`config.mk`:
```
export PLATFORM = sky130hd
export DESIGN_NAME = task_2_input
export DESIGN_NICKNAME = d
export VERILOG_FILES = /design/src/rtl/task_2_input.sv
export SDC_FILE = /design/constraint.sdc
export NUM_CORES = 1
export LEC_CHECK = 0
export BUFFER_PORTS_ARGS = -buffer_cell sky130_fd_sc_hd__buf_2
export CAP_MARGIN = 20
export CORE_MARGIN = 4
export CORE_UTILIZATION = 52
export DETAILED_ROUTE_END_ITERATION = 6
export GPL_TIMING_DRIVEN = 0
export PLACE_DENSITY = 0.76
export SLEW_MARGIN = 0
export SYNTH_ARGS = -nofsm -noshare
export SYNTH_HDL_FRONTEND = slang
export SYNTH_SLANG_ARGS = --single-unit
```
`constraint.sdc`:
```
create_clock -name i_clk -period 2.65 [get_ports i_clk]
set_input_delay 0.53 -clock i_clk [delete_from_list [all_inputs] [get_ports i_clk]]
set_output_delay 0.53 -clock i_clk [all_outputs]
set_load 0.01 [all_outputs]
```
`src/rtl/task_2_input.sv`:
```
// Ingress buffer for the task 2 core: collects one fixed-size packet from the
// task manager into a FWFT FIFO, checks its framing, then streams it to the core.
module task_2_input #(
   parameter logic [11:0] PKT_SIZE_IN_BYTES = 12'd64,
   parameter int unsigned FIFO_DEPTH        = 64,
   parameter int unsigned ADDR_W            = 6
) (
   input  logic        i_clk,
   input  logic        i_rst,
   input  logic [7:0]  i_tmanager_data,
   input  logic        i_tmanager_valid,
   input  logic        i_tmanager_last,
   output logic        o_ttask_ready,
   output logic [7:0]  o_data,
   output logic        o_data_valid,
   output logic        o_input_last,
   input  logic        i_core_ready,
   output logic        o_busy,
   output logic        o_pkt_error,
   output logic [11:0] o_byte_count
);

   // Handshakes: a manager byte moves on i_tmanager_valid && o_ttask_ready,
   // a core byte moves on o_data_valid && i_core_ready; both sampled at posedge.
   typedef enum logic [2:0] {
      ST_IDLE    = 3'd0,
      ST_RECEIVE = 3'd1,
      ST_DRAIN   = 3'd2,
      ST_ERROR   = 3'd3,
      ST_FLUSH   = 3'd4
   } state_e;

   state_e            state_q;
   logic [7:0]        mem_q [FIFO_DEPTH];
   logic [ADDR_W-1:0] wr_ptr_q;
   logic [ADDR_W-1:0] rd_ptr_q;
   logic [ADDR_W:0]   occ_q;
   logic [11:0]       byte_cnt_q;
   logic              pkt_err_q;

   logic              ready_int;
   logic              accept;
   logic              wr_en;
   logic              drain_valid;
   logic              drain_last;
   logic              xfer;
   logic              size_hit;
   logic [11:0]       byte_cnt_d;

   assign ready_int   = (state_q == ST_IDLE) || (state_q == ST_RECEIVE) ||
                        (state_q == ST_ERROR);
   assign accept      = i_tmanager_valid && ready_int;
   assign wr_en       = accept && ((state_q == ST_IDLE) || (state_q == ST_RECEIVE));
   assign drain_valid = (state_q == ST_DRAIN) && (occ_q != '0);
   assign drain_last  = drain_valid && (occ_q == (ADDR_W+1)'(1));
   assign xfer        = drain_valid && i_core_ready;

   // Count after this accept; the first byte of a packet always counts as 1.
   assign byte_cnt_d  = (state_q == ST_IDLE) ? 12'd1 : byte_cnt_q + 12'd1;
   assign size_hit    = (byte_cnt_d == PKT_SIZE_IN_BYTES);

   always_ff @(posedge i_clk) begin
      if (!i_rst && wr_en) begin
         mem_q[wr_ptr_q] <= i_tmanager_data;
      end
   end

   always_ff @(posedge i_clk) begin
      if (i_rst) begin
         state_q    <= ST_IDLE;
         wr_ptr_q   <= '0;
         rd_ptr_q   <= '0;
         occ_q      <= '0;
         byte_cnt_q <= '0;
         pkt_err_q  <= 1'b0;
      end else begin
         case (state_q)
            ST_IDLE, ST_RECEIVE: begin
               if (accept) begin
                  wr_ptr_q   <= wr_ptr_q + ADDR_W'(1);
                  occ_q      <= occ_q + (ADDR_W+1)'(1);
                  byte_cnt_q <= byte_cnt_d;
                  if (state_q == ST_IDLE) begin
                     pkt_err_q <= 1'b0;
                  end
                  // A packet still open at the full size is long: trap it before it can overflow.
                  if (i_tmanager_last && size_hit) begin
                     state_q <= ST_DRAIN;
                  end else if (i_tmanager_last) begin
                     pkt_err_q <= 1'b1;
                     state_q   <= ST_FLUSH;
                  end else if (size_hit) begin
                     pkt_err_q <= 1'b1;
                     state_q   <= ST_ERROR;
                  end else begin
                     state_q <= ST_RECEIVE;
                  end
               end
            end
            ST_ERROR: begin
               if (accept && i_tmanager_last) begin
                  state_q <= ST_FLUSH;
               end
            end
            ST_FLUSH: begin
               wr_ptr_q   <= '0;
               rd_ptr_q   <= '0;
               occ_q      <= '0;
               byte_cnt_q <= '0;
               state_q    <= ST_IDLE;
            end
            ST_DRAIN: begin
               if (xfer) begin
                  rd_ptr_q <= rd_ptr_q + ADDR_W'(1);
                  occ_q    <= occ_q - (ADDR_W+1)'(1);
                  if (drain_last) begin
                     byte_cnt_q <= '0;
                     state_q    <= ST_IDLE;
                  end
               end
            end
            default: state_q <= ST_IDLE;
         endcase
      end
   end

   // Every output is forced low while reset is asserted.
   assign o_ttask_ready = !i_rst && ready_int;
   assign o_data        = i_rst ? 8'h00 : mem_q[rd_ptr_q];
   assign o_data_valid  = !i_rst && drain_valid;
   assign o_input_last  = !i_rst && drain_last;
   assign o_busy        = !i_rst && ((state_q == ST_RECEIVE) || (state_q == ST_DRAIN) ||
                                     (state_q == ST_ERROR));
   assign o_pkt_error   = !i_rst && pkt_err_q;
   assign o_byte_count  = i_rst ? 12'd0 : byte_cnt_q;

endmodule

```
=== Word level (Yosys, flattened, before mapping) ===
Memory sizes are Yosys's and may differ from the RTL's. A register that Yosys moved wholly into a read port is not among the register bits.
Cells that the tools add are included.

* Memories kept: 1
* Output and inout port bits: 25
* Register bits after elaboration: 35
* Bits of input ports: 13
* Bits in latches: 0
* Bits in writable memories: 512
* ROM bits: 0

{| class="wikitable"
|+ Memories
! name !! depth !! width !! read ports !! clocked after Yosys merged registers in !! wr ports !! line !! source
|-
| mem_q || 64 || 8 || 1 || 1 || 1 || 34 || <nowiki>logic [7:0] mem_q [FIFO_DEPTH];</nowiki>
|}

* Multipliers: 0
* Bitwise logic cells: 0
* $lt $le $gt $ge: 0
* Eq/ne operators: 10
* Div/mod/pow operators: 0
* Shifts and indexed selects: 0
* Reduce and logical (&&, ||, !) cells: 30
* $add $sub $neg: 5
* Muxes and demuxes: 30

{| class="wikitable"
|+ Operators by type and width
! cell !! count
|-
| two-way mux 12 bit || 5
|-
| case mux 12 bit (3 select lines) || 1
|-
| two-way mux 6 bit || 4
|-
| case mux 6 bit (2 select lines) || 2
|-
| case mux 7 bit (3 select lines) || 1
|-
| two-way mux 3 bit || 6
|-
| two-way mux 7 bit || 2
|-
| logical AND 1 bit || 13
|-
| adder 12 x 1 -> 12 bit (second input constant) || 1
|-
| adder 6 x 1 -> 6 bit (second input constant) || 2
|-
| equality test 12 x 7 -> 1 bit (second input constant) || 1
|-
| case mux 3 bit (3 select lines) || 1
|-
| two-way mux 8 bit || 1
|-
| AND reduction 4 bit || 2
|-
| adder 7 x 1 -> 7 bit (second input constant) || 1
|-
| equality test 7 x 1 -> 1 bit (second input constant) || 1
|-
| nonzero test 7 bit || 1
|-
| subtractor 7 x 1 -> 7 bit (second input constant) || 1
|-
| equality test 3 x 2 -> 1 bit (second input constant) || 2
|-
| two-way mux 1 bit || 6
|-
| inequality test 2 bit (second input constant) || 3
|-
| AND reduction 2 bit || 3
|-
| logical OR 1 bit || 4
|-
| nonzero test 2 bit || 2
|-
| 9 further kinds || 9
|}

=== Logic depth before layout (Yosys ltp) ===
Gate-level depths: netlist of run 1.

* Word-level depth: 8
* Mapped depth: 10
* Depth with buffers taken out: 8

=== Worst setup path before layout of run 1 ===
OpenSTA, ideal clock, no wires.

* Path kind: reg-to-output
* Start point: register (tool-made name)
* End point: output port o_data[6]
* Data arrival time: 1979 ps
* Path buffers: 2
* Path slack: 141 ps
* Cell stages (with the launch flop): 7
* Required time: 2120 ps
* Cell sequence: dfxtp_1 buf_2 clkbuf_1 mux4_2 mux4_2 o211ai_1 nand2_1

{| class="wikitable"
|+ RTL lines
! item !! line !! source
|-
| end, declared || 14 || <nowiki>output logic [7:0] o_data,</nowiki>
|}

==> results of run 1 <==
## area by class of cell
cell class | instances | area, sq um | area share [%]
flip-flops and latches | 553 | 16200 | 61.1
multi-input cells | 557 | 6520 | 24.6
inverters | 8 | 30.0 | 0.113
well taps | 539 | 674 | 2.54
clock inverters | 33 | 328 | 1.24
clock buffers | 65 | 1410 | 5.31
repair buffers | 72 | 699 | 2.64
plain buffers | 64 | 641 | 2.42
## power by group through the flow
stage	sequential (W)	combinational, W	clock, W
6_report	0.00957	0.000479	0.00754
5_1_grt	0.00957	0.000515	0.00801
4_1_cts	0.00957	0.000426	0.00759
3_5_place_dp	0.00976	0.000400	0
3_3_place_gp	0.00976	0.000384	0
2_1_floorplan	0.00975	0.000192	0
## critical path, stage by stage (launching register included)
cell and delay, ps:
sky130_fd_sc_hd__dfxtp_2 340, sky130_fd_sc_hd__clkbuf_16 150, sky130_fd_sc_hd__buf_16 170, sky130_fd_sc_hd__buf_16 160, sky130_fd_sc_hd__buf_6 120, sky130_fd_sc_hd__mux4_2 550
sky130_fd_sc_hd__mux4_2 500, sky130_fd_sc_hd__o21ai_1 140, sky130_fd_sc_hd__nand2_1 130, sky130_fd_sc_hd__buf_2 170
## layer usage
metal / vias up / GRT usage (%) / wire, um
li1: 5084 / - / -
met1: 6374 / 33.4 / 21100
met2: 770 / 37.2 / 26900
met4: 0 / 7.69 / 1820
met3: 118 / 5.23 / 5820
met5: - / 0 / 0
## state kept, by name, indices dropped and copies added, names as in the netlist, named ones only
name / count
state_q: 3
byte_cnt_q: 12
mem_q: 512
pkt_err_q: 1
rd_ptr_q: 6
occ_q: 7
wr_ptr_q: 6
## metrics by stage
stage / setup TNS, ps / worst slack (ps) / util (%)
after floorplan: 0 / 141 / -
after global placement: -183000 / -1090 / 55.0
after detailed placement: -194340 / -1100 / 55.0
after CTS: -7460 / -928 / 61.6
after global routing: -7940 / -987 / 62.9
final: -7080 / -936 / 62.9
## cell usage after synthesis, types with 3 or more instances
library cell and instances:
sky130_fd_sc_hd__a221oi_1 7, sky130_fd_sc_hd__mux4_2 141, sky130_fd_sc_hd__o41ai_1 3, sky130_fd_sc_hd__nor3_1 11, sky130_fd_sc_hd__buf_6 5, sky130_fd_sc_hd__buf_4 6, sky130_fd_sc_hd__or3_1 6, sky130_fd_sc_hd__edfxtp_1 512
sky130_fd_sc_hd__xnor2_1 4, sky130_fd_sc_hd__o211ai_1 5, sky130_fd_sc_hd__a22oi_1 11, sky130_fd_sc_hd__ha_1 7, sky130_fd_sc_hd__buf_1 4, sky130_fd_sc_hd__xor2_1 11, sky130_fd_sc_hd__a211o_1 5, sky130_fd_sc_hd__o21ai_0 16
sky130_fd_sc_hd__nand2_1 41, sky130_fd_sc_hd__dfxtp_1 41, sky130_fd_sc_hd__mux2i_1 39, sky130_fd_sc_hd__nand4_1 8, sky130_fd_sc_hd__and4_1 3, sky130_fd_sc_hd__clkbuf_1 27, sky130_fd_sc_hd__nor2b_1 22, sky130_fd_sc_hd__inv_1 8
sky130_fd_sc_hd__and3_1 4, sky130_fd_sc_hd__or4_1 3, sky130_fd_sc_hd__nor4_1 3, sky130_fd_sc_hd__nor2_1 98, sky130_fd_sc_hd__nand2b_1 13, sky130_fd_sc_hd__buf_2 25, sky130_fd_sc_hd__a211oi_1 5, sky130_fd_sc_hd__nand3_1 19
sky130_fd_sc_hd__a21oi_1 31, sky130_fd_sc_hd__o21ai_1 5
## worst max path at each step
stage	startpoint	endpoint	cells past startpoint	slack, ps
floorplan	flop	o_data[6]	6	140
global placement	flop	o_data[7]	10	-1090
detailed placement	flop	o_data[5]	10	-1100
CTS	flop	o_data[2]	8	-930
global route	flop	o_data[6]	8	-990
finish	flop	o_data[6]	9	-940
## logic make-up after synthesis
kind of cell / count (synthesis)
AND/OR/NAND/NOR: 246
buffers and inverters: 76
adder cells (fa/ha/maj): 7
multiplexers: 182
XOR/XNOR: 15
flip-flops: 553
AO/OA/AOI/OAI: 107
## repair_timing
item                                    in CTS  in global routing
buffers inserted                            16                  8
resized for setup                          227                 59
hold buffers                                 0                  0
gates cloned                                 1                  1
pin swaps                                   14                 13
endpoints found under the setup margin     524                341
==> results.py, run 1 <==
metrics = {
    "run_status": {
        "outcome": "finished with violations",
        "failed_checks": "setup timing",
    },
    "timing": {
        "final_max_slew_viol_count": 0,
        "worst_pin_slew_ps": 769,
        "grt_setup_unrepaired": "true",
        "hold_viol_final": 0,
        "setup_viol_count_final": 8,
        "postLayoutSetupSlackWorst_ps": -936,
        "worst_slew_margin_rel_pct": 48.7,
        "final.setup_skew_ps": 28.6,
        "min_period_over_period_pct": 135,
        "final_period_minus_worst_setup_slack_ps": 3590,
        "final.hold.worst_slack_ps": 237,
        "fmaxAchievable_ghz": 0.279,
    },
    "grt": {
        "antenna_found_initial": 0,
        "grt_start_max_net_pins": 65,
        "gr-total-overflow": 0,
        "number_of_global_route_vias_before_repair": 12123,
        "grt_pass1_wl_um": 80900,
        "global_route.usage.total_pct": 23.6,
    },
    "setup_path": {
        "maximum_fanout_along_the_worst_path": 8,
        "worst-r2r-setup-slack_ps": 80,
        "worst_setup_path_start_kind": "flop",
        "worstReg2RegStart": "state_q[2]",
        "timing.critical_path.arrival_ps": 3060,
        "worst_r2r_endpoint": "mem_q[22][4]",
        "r2r_cells": 5,
        "cp_data_required_time_ps": 2120,
        "crit_path_end_kind": "output port",
        "critPathKind": "flop to output port",
    },
    "floorplan": {
        "boundaryPins": 38,
        "fp.dieArea_sq_um": 46300,
        "core_region_area_sq_um": 42100,
        "initial_core_util_pct": 52.9,
        "num_rows": 75,
        "die-height_um": 215,
        "die-width_um": 215,
    },
    "route": {
        "drt.antenna.violating_nets": 0,
        "routed_via_density": 6.53,
        "routed-via-count": 12346,
        "detailedRoute.firstIterationViolations": 1771,
        "post-route-drc-count": 0,
        "wl_per_cell_um": 29.4,
        "drt_pass1_iterations": 6,
        "final_wirelength_um": 55600,
    },
    "power": {
        "max-vdd-ir-drop_uv": 491,
        "pwr-share-comb_pct": 2.7,
        "power_report.internal_total_w": 0.0140,
        "share_clk_of_total_power_pct": 42.9,
        "netSwitchingFraction_pct": 20.5,
        "p_leak_nw": 8.08,
        "sequential_power_share_pct": 54.4,
        "power.switching_w": 0.00361,
        "total_power_w": 0.0176,
        "power-per-cell-area_nw_per_um2": 664,
    },
    "logic_synthesis": {
        "mean_cell_area_of_the_mapped_netlist_sq_um": 18.8,
        "mappedNetlistArea_sq_um": 22300,
        "count_of_flip_flops_with_a_built_in_enable_after_synthesis": 512,
        "async_flop_share_pct": 0,
        "synth_cells": 1186,
        "yosys_most_used_dff": "sky130_fd_sc_hd__edfxtp_1",
        "synth_adder_area_share_pct": 0.393,
        "yosys-mux-area-fraction_pct": 16.1,
        "combinational_family_with_the_most_area_after_synthesis": "multiplexers",
        "synth_area_leaders": "sky130_fd_sc_hd__edfxtp_1 69%, sky130_fd_sc_hd__mux4_2 14%, sky130_fd_sc_hd__dfxtp_1 3.7%",
        "synthDistinctLibCells": 64,
        "synth-seq-area-share_pct": 72.6,
        "synth_largest_area_cell": "sky130_fd_sc_hd__edfxtp_1",
        "yosys.area_share.simple_pct": 5.39,
        "synth-xor-area-share_pct": 0.589,
        "synth_fp_nets": 1206,
        "synth.yosys.warnings": 0,
        "register_bit_total_from_synthesis": 553,
        "synth-compound-area-share_pct": 3.23,
        "yosysTopAreaCellShare_pct": 68.9,
    },
    "layout": {
        "final_common_cell": "sky130_fd_sc_hd__edfxtp_1",
        "finalNonFillerCells": 1891,
        "layout.cells.most_common_list": "512 x sky130_fd_sc_hd__edfxtp_1, 141 x sky130_fd_sc_hd__mux4_2, 56 x sky130_fd_sc_hd__clkbuf_16, 50 x sky130_fd_sc_hd__nor2_4, 44 x sky130_fd_sc_hd__buf_2",
        "net_count_final": 1329,
        "final_design_area_no_fill_sq_um": 26500,
        "layout-drive-gt1-share_pct": 34.7,
        "layout-area-overhead-vs-synth_pct": 18.8,
        "fillerInstances": 2759,
        "n_antenna_cell": 0,
    },
    "worst_hold_path": {
        "hp-class": "primary input to flop",
        "worstHoldEndpoint": "pkt_err_q",
        "hold-path-cell-count": 3,
        "holdCritStartpoint": "i_tmanager_last",
    },
    "clocking": {
        "cts_htree_levels": 2,
        "cts.reportedPaths.clkPinSlew_ps": 60,
        "clockRootBuffer": "sky130_fd_sc_hd__clkbuf_16",
        "clock_insertion_delay_worst_skew_ps": 610,
        "tritoncts": "yes",
        "cts.sinks": 553,
        "cts_buffers": 53,
        "clk_path_buf_depth": 3,
    },
    "place": {
        "place_area_sq_um": 23200,
        "hpwl_reported_at_the_end_of_detailed_placement_um": 33400,
        "place_congestion": 0.968,
        "io_buffers": 36,
        "placed_cells_incl_taps": 1763,
    },
    "run": {
        "cap_viol_max_count": 0,
    },
}
No activity file was read; power rests on OpenSTA's default activity.
==> inputs of run 2 (changes only) <==
--- a/config.mk
+++ b/config.mk
@@ -12,6 +12,7 @@
 export DETAILED_ROUTE_END_ITERATION = 6
 export GPL_TIMING_DRIVEN = 0
 export PLACE_DENSITY = 0.76
+export REMOVE_ABC_BUFFERS = 1
 export SLEW_MARGIN = 0
 export SYNTH_ARGS = -nofsm -noshare
 export SYNTH_HDL_FRONTEND = slang
==> run 2 against run 1 <==
Compared with the run above: critical path depth down 2; worst hold slack worse by 4.5 ps; critical endpoint is now o_data[0]; global-route usage decreased by 1.4 points; clock power about the same; die area stayed put; highest routed layer is now met5; the flow still finishes with violations (setup timing); combinational power decreased by 10%; fmax down 0.66%; routed wire length is 8.0% lower; sequential power hardly changed; register-to-register slack worse by 40 ps; sequential share of layout area is 1.1 points higher.
==> results.py, run 2 (synthesis results as in run 1) <==
metrics = {
    "run_status": {
        "outcome": "finished with violations",
        "failed_checks": "setup timing",
    },
    "timing": {
        "final_max_slew_viol_count": 0,
        "final.hold.worst_slack_ps": 232,
        "setup_viol_count_final": 8,
        "postLayoutSetupSlackWorst_ps": -960,
        "worst_slew_margin_rel_pct": 37.8,
        "grt_setup_unrepaired": "true",
        "fmaxAchievable_ghz": 0.277,
        "final.setup_skew_ps": 22.7,
        "hold_viol_final": 0,
        "min_period_over_period_pct": 136,
        "final_period_minus_worst_setup_slack_ps": 3610,
        "worst_pin_slew_ps": 933,
    },
    "layout": {
        "final_common_cell": "sky130_fd_sc_hd__edfxtp_1",
        "largest_reg_flops": 512,
        "top_register": "mem_q",
        "net_count_final": 1286,
        "layout-area-overhead-vs-synth_pct": 16.9,
        "layout.cells.most_common_list": "512 x sky130_fd_sc_hd__edfxtp_1, 141 x sky130_fd_sc_hd__mux4_2, 60 x sky130_fd_sc_hd__clkbuf_16, 46 x sky130_fd_sc_hd__nor2_1, 39 x sky130_fd_sc_hd__nand2_1",
        "layout-drive-gt1-share_pct": 31.5,
        "finish.utilization_pct": 61.9,
        "largestRegisters": "mem_q: 512 flops, byte_cnt_q: 12 flops, occ_q: 7 flops",
    },
    "place": {
        "preCtsSetupSlack_ps": -930,
        "io_buffers": 37,
        "hpwl_reported_at_the_end_of_detailed_placement_um": 27300,
        "place_congestion": 0.892,
    },
    "floorplan": {
        "die-height_um": 215,
        "die-width_um": 215,
        "initial_core_util_pct": 52.9,
        "core_region_area_sq_um": 42100,
        "fp.dieArea_sq_um": 46300,
        "boundaryPins": 38,
        "num_rows": 75,
    },
    "clocking": {
        "cts.reportedPaths.clkPinSlew_ps": 60,
        "tritoncts": "yes",
        "clock_insertion_delay_worst_skew_ps": 600,
        "cts_buffers": 55,
        "clockRootBuffer": "sky130_fd_sc_hd__clkbuf_16",
        "cts_hold_buffers": 0,
        "clk_path_buf_depth": 3,
        "cts_htree_levels": 2,
        "cts.sinks": 553,
    },
    "worst_hold_path": {
        "hp-class": "primary input to flop",
    },
    "route": {
        "detailedRoute.firstIterationViolations": 1388,
        "post-route-drc-count": 0,
        "routed_via_density": 6.32,
        "wl_per_cell_um": 27.7,
        "routed-via-count": 11691,
        "drt.antenna.violating_nets": 0,
        "drt_pass1_iterations": 7,
        "final_wirelength_um": 51200,
    },
    "grt": {
        "global_route.usage.total_pct": 22.1,
        "number_of_global_route_vias_before_repair": 11721,
        "grtUsageMet2_pct": 35.7,
        "grt.busiest_layer": "met2",
        "grt.met3_usage_pct": 6.14,
        "grt_start_max_net_pins": 65,
        "grtUsageMet1_pct": 29.6,
        "gr-total-overflow": 0,
        "antenna_found_initial": 2,
        "grt_pass1_wl_um": 76400,
    },
    "power": {
        "power-per-cell-area_nw_per_um2": 674,
        "max-vdd-ir-drop_uv": 458,
        "p_leak_nw": 7.91,
    },
    "run": {
        "cap_viol_max_count": 0,
    },
    "setup_path": {
        "crit_path_end_kind": "output port",
        "maximum_fanout_along_the_worst_path": 5,
        "cp_data_required_time_ps": 2120,
        "worst_setup_path_start_kind": "flop",
        "timing.critical_path.arrival_ps": 3080,
        "critPathKind": "flop to output port",
    },
}
[run 2: cell count changes in the layout (fill, tap and decap cells not counted), sizes merged]
cell / change
buf: -24
bufbuf: +4
bufinv: -3
clkbuf: -20
clkinv: +2
clkinvlp: +1
diode: +1
inv: -1
[run 2: per-layer routing]
metal,vias up,routed length [um]
li1,5004,-
met1,6018,19900
met2,572,25100
met3,95,4530
met4,2,1610
met5,-,13
[run 2: worst paths after layout]
check                        from          end  slack [ps]  cells past startpoint
hold / removal    i_tmanager_last    pkt_err_q         230                      3
hold reg to reg          occ_q[6]     occ_q[6]         520                      2
setup reg to reg       state_q[1]  mem_q[1][3]          40                      7
setup / recovery             flop    o_data[0]        -960                      7
[run 2: worst max-delay path, cell delays in order (launching register included)]
cell and delay [ps]:
sky130_fd_sc_hd__dfxtp_4 420, sky130_fd_sc_hd__buf_12 130, sky130_fd_sc_hd__buf_8 100, sky130_fd_sc_hd__mux4_2 500, sky130_fd_sc_hd__mux4_2 490, sky130_fd_sc_hd__o211ai_1 490
sky130_fd_sc_hd__o21ai_1 180, sky130_fd_sc_hd__buf_2 180
[run 2: timing repair]
action | in CTS | in global routing
pin swaps | 6 | 8
cloned | 8 | 1
setup buffers | 19 | 10
setup endpoints to repair | 517 | 266
resized for setup | 92 | 49
[run 2: area by class of cell]
| class | instances | area, sq um |
|---|---|---|
| Sequential cell | 553 | 16200 |
| Fill cell | 2793 | 16100 |
| Multi-Input combinational cell | 557 | 6240 |
| Clock buffer | 70 | 1550 |
| Timing Repair Buffer | 91 | 1150 |
| Tap cell | 539 | 674 |
| Clock inverter | 32 | 211 |
| Inverter | 8 | 30.0 |
| Antenna cell | 1 | 2.50 |
[run 2: through the flow]
stage | instance area, sq um | cells | power, W | TNS, ps
after floorplan | 22000 | 1118 | 0.00992 | -33260
final | 26100 | 1851 | 0.0176 | -6850
after global routing | 26100 | 1850 | 0.0181 | -8180
after CTS | 25600 | 1832 | 0.0176 | -6770
after detailed placement | 23000 | 1703 | 0.0101 | -203430
after global placement | 22800 | 1694 | 0.0101 | -237410
[run 2: power by group]
part	total (W)	internal, W	switching, W
registers	0.00958	0.00954	0.0000367
clock network	0.00757	0.00431	0.00326
logic	0.000429	0.000127	0.000302
==> inputs of run 3 (changes only) <==
--- a/config.mk
+++ b/config.mk
@@ -5,13 +5,14 @@
 export SDC_FILE = /design/constraint.sdc
 export NUM_CORES = 1
 export LEC_CHECK = 0
+export ABC_CLOCK_PERIOD_IN_PS = 2650
 export BUFFER_PORTS_ARGS = -buffer_cell sky130_fd_sc_hd__buf_2
 export CAP_MARGIN = 20
 export CORE_MARGIN = 4
-export CORE_UTILIZATION = 52
+export CORE_UTILIZATION = 56
 export DETAILED_ROUTE_END_ITERATION = 6
 export GPL_TIMING_DRIVEN = 0
-export PLACE_DENSITY = 0.76
+export PLACE_DENSITY = 0.8
 export REMOVE_ABC_BUFFERS = 1
 export SLEW_MARGIN = 0
 export SYNTH_ARGS = -nofsm -noshare
==> run 3 against run 2 <==
Compared with the run above: the flow still finishes with violations (setup timing); routed wire length grew 1.5%; first-iteration DRC count grew 20%; register-to-register slack is essentially flat; global-route usage grew 1.1 points; sequential share of layout area grew 0.28 points; critical path depth is the same; fmax grew 3.5%; critical path type unchanged.
==> results.py, run 3 (synthesis results as in run 1) <==
metrics = {
    "power": {
        "share_clk_of_total_power_pct": 42.1,
        "sequential_power_share_pct": 55.3,
        "power-per-cell-area_nw_per_um2": 667,
        "total_power_w": 0.0173,
        "power.switching_w": 0.00354,
        "pwr-share-comb_pct": 2.5,
        "power_report.internal_total_w": 0.0138,
        "max-vdd-ir-drop_uv": 491,
        "p_leak_nw": 7.90,
        "netSwitchingFraction_pct": 20.4,
    },
    "floorplan": {
        "num_rows": 72,
        "initial_core_util_pct": 57.2,
        "fp.dieArea_sq_um": 43100,
        "boundaryPins": 38,
        "die-width_um": 208,
        "die-height_um": 208,
        "core_region_area_sq_um": 39000,
    },
    "setup_path": {
        "worst_setup_path_endpoint": "o_data[4]",
        "critPathKind": "flop to output port",
        "cp_top_family": "multiplexers",
        "cp_data_required_time_ps": 2120,
        "worst_r2r_endpoint": "mem_q[33][1]",
        "worstPathBufferInverterCount": 3,
        "critical_path.most_common_cell": "sky130_fd_sc_hd__mux4_2",
        "timing.critical_path.arrival_ps": 2960,
        "worstReg2RegStart": "state_q[1]",
        "critical_path.cell_chain": "buf_12 > buf_16 > mux4_2 > mux4_2 > a22oi_2 > o21ai_2 > buf_2",
        "cp_num_cells": 7,
        "worst-r2r-setup-slack_ps": 40,
        "crit_path_end_kind": "output port",
        "worst_setup_path_start_kind": "flop",
        "cp_slowest_stage_delay_ps": 560,
        "crit_slowest_cell": "sky130_fd_sc_hd__mux4_2",
        "maximum_fanout_along_the_worst_path": 11,
        "r2r_cells": 7,
    },
    "route": {
        "drt.antenna.violating_nets": 0,
        "post-route-drc-count": 0,
        "final_wirelength_um": 52000,
        "routed-via-count": 12053,
        "drt_pass1_iterations": 7,
        "routed_via_density": 6.58,
        "detailedRoute.firstIterationViolations": 1659,
        "wl_per_cell_um": 28.4,
    },
    "run_status": {
        "outcome": "finished with violations",
        "failed_checks": "setup timing",
    },
    "clocking": {
        "cts_htree_levels": 2,
        "clk_path_buf_depth": 3,
        "cts.sinks": 553,
        "cts_buffers": 54,
        "clock_insertion_delay_worst_skew_ps": 580,
        "cts.reportedPaths.clkPinSlew_ps": 60,
        "clockRootBuffer": "sky130_fd_sc_hd__clkbuf_16",
        "tritoncts": "yes",
    },
    "layout": {
        "register_area_sq_um": 16200,
        "finalNonFillerCells": 1831,
        "layout-drive-gt1-share_pct": 31.9,
        "finish.utilization_pct": 66.5,
        "largest_reg_flops": 512,
        "largestRegisters": "mem_q: 512 flops, byte_cnt_q: 12 flops, occ_q: 7 flops",
        "layout-area-overhead-vs-synth_pct": 16.4,
        "layout.cells.most_common_list": "512 x sky130_fd_sc_hd__edfxtp_1, 141 x sky130_fd_sc_hd__mux4_2, 57 x sky130_fd_sc_hd__clkbuf_16, 40 x sky130_fd_sc_hd__nand2_1",
        "fillerInstances": 2363,
        "multiInputGateArea_sq_um": 6220,
        "n_antenna_cell": 0,
        "final_design_area_no_fill_sq_um": 26000,
        "final_common_cell": "sky130_fd_sc_hd__edfxtp_1",
        "net_count_final": 1289,
        "top_register": "mem_q",
    },
    "run": {
        "cap_viol_max_count": 0,
    },
    "timing": {
        "setup_viol_count_final": 8,
        "worst_slew_margin_rel_pct": 38.0,
        "final.setup_skew_ps": 19.9,
        "worst_pin_slew_ps": 930,
        "hold_viol_final": 0,
        "grt_setup_unrepaired": "true",
        "fmaxAchievable_ghz": 0.287,
        "final_max_slew_viol_count": 0,
        "postLayoutSetupSlackWorst_ps": -837,
        "min_period_over_period_pct": 132,
        "final_period_minus_worst_setup_slack_ps": 3490,
    },
    "worst_hold_path": {
        "hp-class": "primary input to flop",
        "hold-path-cell-count": 3,
    },
    "grt": {
        "number_of_global_route_vias_before_repair": 12197,
        "antenna_found_initial": 0,
        "grt_start_max_net_pins": 65,
        "gr-total-overflow": 0,
        "grt_pass1_wl_um": 76300,
        "global_route.usage.total_pct": 23.3,
    },
    "place": {
        "preCtsSetupSlack_ps": -757,
        "hpwl_reported_at_the_end_of_detailed_placement_um": 26900,
        "placed_cells_incl_taps": 1682,
        "place_area_sq_um": 23000,
        "io_buffers": 37,
        "place_congestion": 0.884,
    },
}
## run 3: cell count changes in the layout (fill, tap and decap cells not counted), moves of 3 or more
| cell | before | now |
|---|---|---|
| sky130_fd_sc_hd__clkbuf_1 | 8 | 14 |
| sky130_fd_sc_hd__mux2i_1 | 30 | 33 |
| sky130_fd_sc_hd__clkbuf_16 | 60 | 57 |
| sky130_fd_sc_hd__nor2_2 | 18 | 29 |
| sky130_fd_sc_hd__nor2_4 | 34 | 31 |
| sky130_fd_sc_hd__buf_4 | 19 | 24 |
| sky130_fd_sc_hd__nor2_1 | 46 | 38 |
| sky130_fd_sc_hd__clkbuf_8 | 3 | 0 |
## run 3: worst min-delay path by stage
stage,start,endpoint,slack (ps)
floorplan,rd_ptr_q[1],flop,470
global placement,rd_ptr_q[1],flop,490
detailed placement,rd_ptr_q[1],flop,500
CTS,i_tmanager_last,state_q[2],260
global route,i_tmanager_last,state_q[2],270
finish,i_tmanager_last,state_q[2],280
## run 3: per-stage QoR
step,setup TNS [ps],hold WS [ps]
floorplan,-33260,465
global placement,-191260,489
detailed placement,-172010,498
CTS,-14220,255
global route,-9060,267
finish,-6410,275
## run 3: cell type report
type	instances	area share [%]
inverters	8	0.116
repair buffers	95	4.54
clock buffers	69	5.50
clock inverters	31	0.901
well taps	518	2.50
flip-flops and latches	553	62.5
multi-input cells	557	24.0
## run 3: tightest hold or removal path, delay by kind of cell
family	cells	cell delay, ps
buffers and inverters	1	130
AO/OA/AOI/OAI	1	70
AND/OR/NAND/NOR	1	80
## run 3: timing repair
item,CTS,global route
buffers inserted,22,10
resized for setup,86,58
endpoints found under the hold margin,0,0
gates cloned,8,2
endpoints found under the setup margin,472,446
pin swaps,6,8
hold buffers,0,0
## run 3: power groups by stage
| stage | clock network [W] | registers [W] | logic, W |
|---|---|---|---|
| 3_5_place_dp | 0 | 0.00977 | 0.000367 |
| 4_1_cts | 0.00731 | 0.00959 | 0.000385 |
| 3_3_place_gp | 0 | 0.00977 | 0.000345 |
| 5_1_grt | 0.00776 | 0.00958 | 0.000477 |
| 6_report | 0.00729 | 0.00958 | 0.000440 |
| 2_1_floorplan | 0 | 0.00976 | 0.000162 |
## run 3: metal layers
metal | GRT usage, % | routed length [um] | vias up | part of all wire, %
met5 | 0 | 0 | - | 0
met4 | 6.84 | 1480 | 0 | 2.8
met3 | 4.96 | 5030 | 102 | 9.7
met2 | 37.4 | 26100 | 751 | 50
met1 | 32.9 | 19300 | 6212 | 37
li1 | - | - | 4988 | -
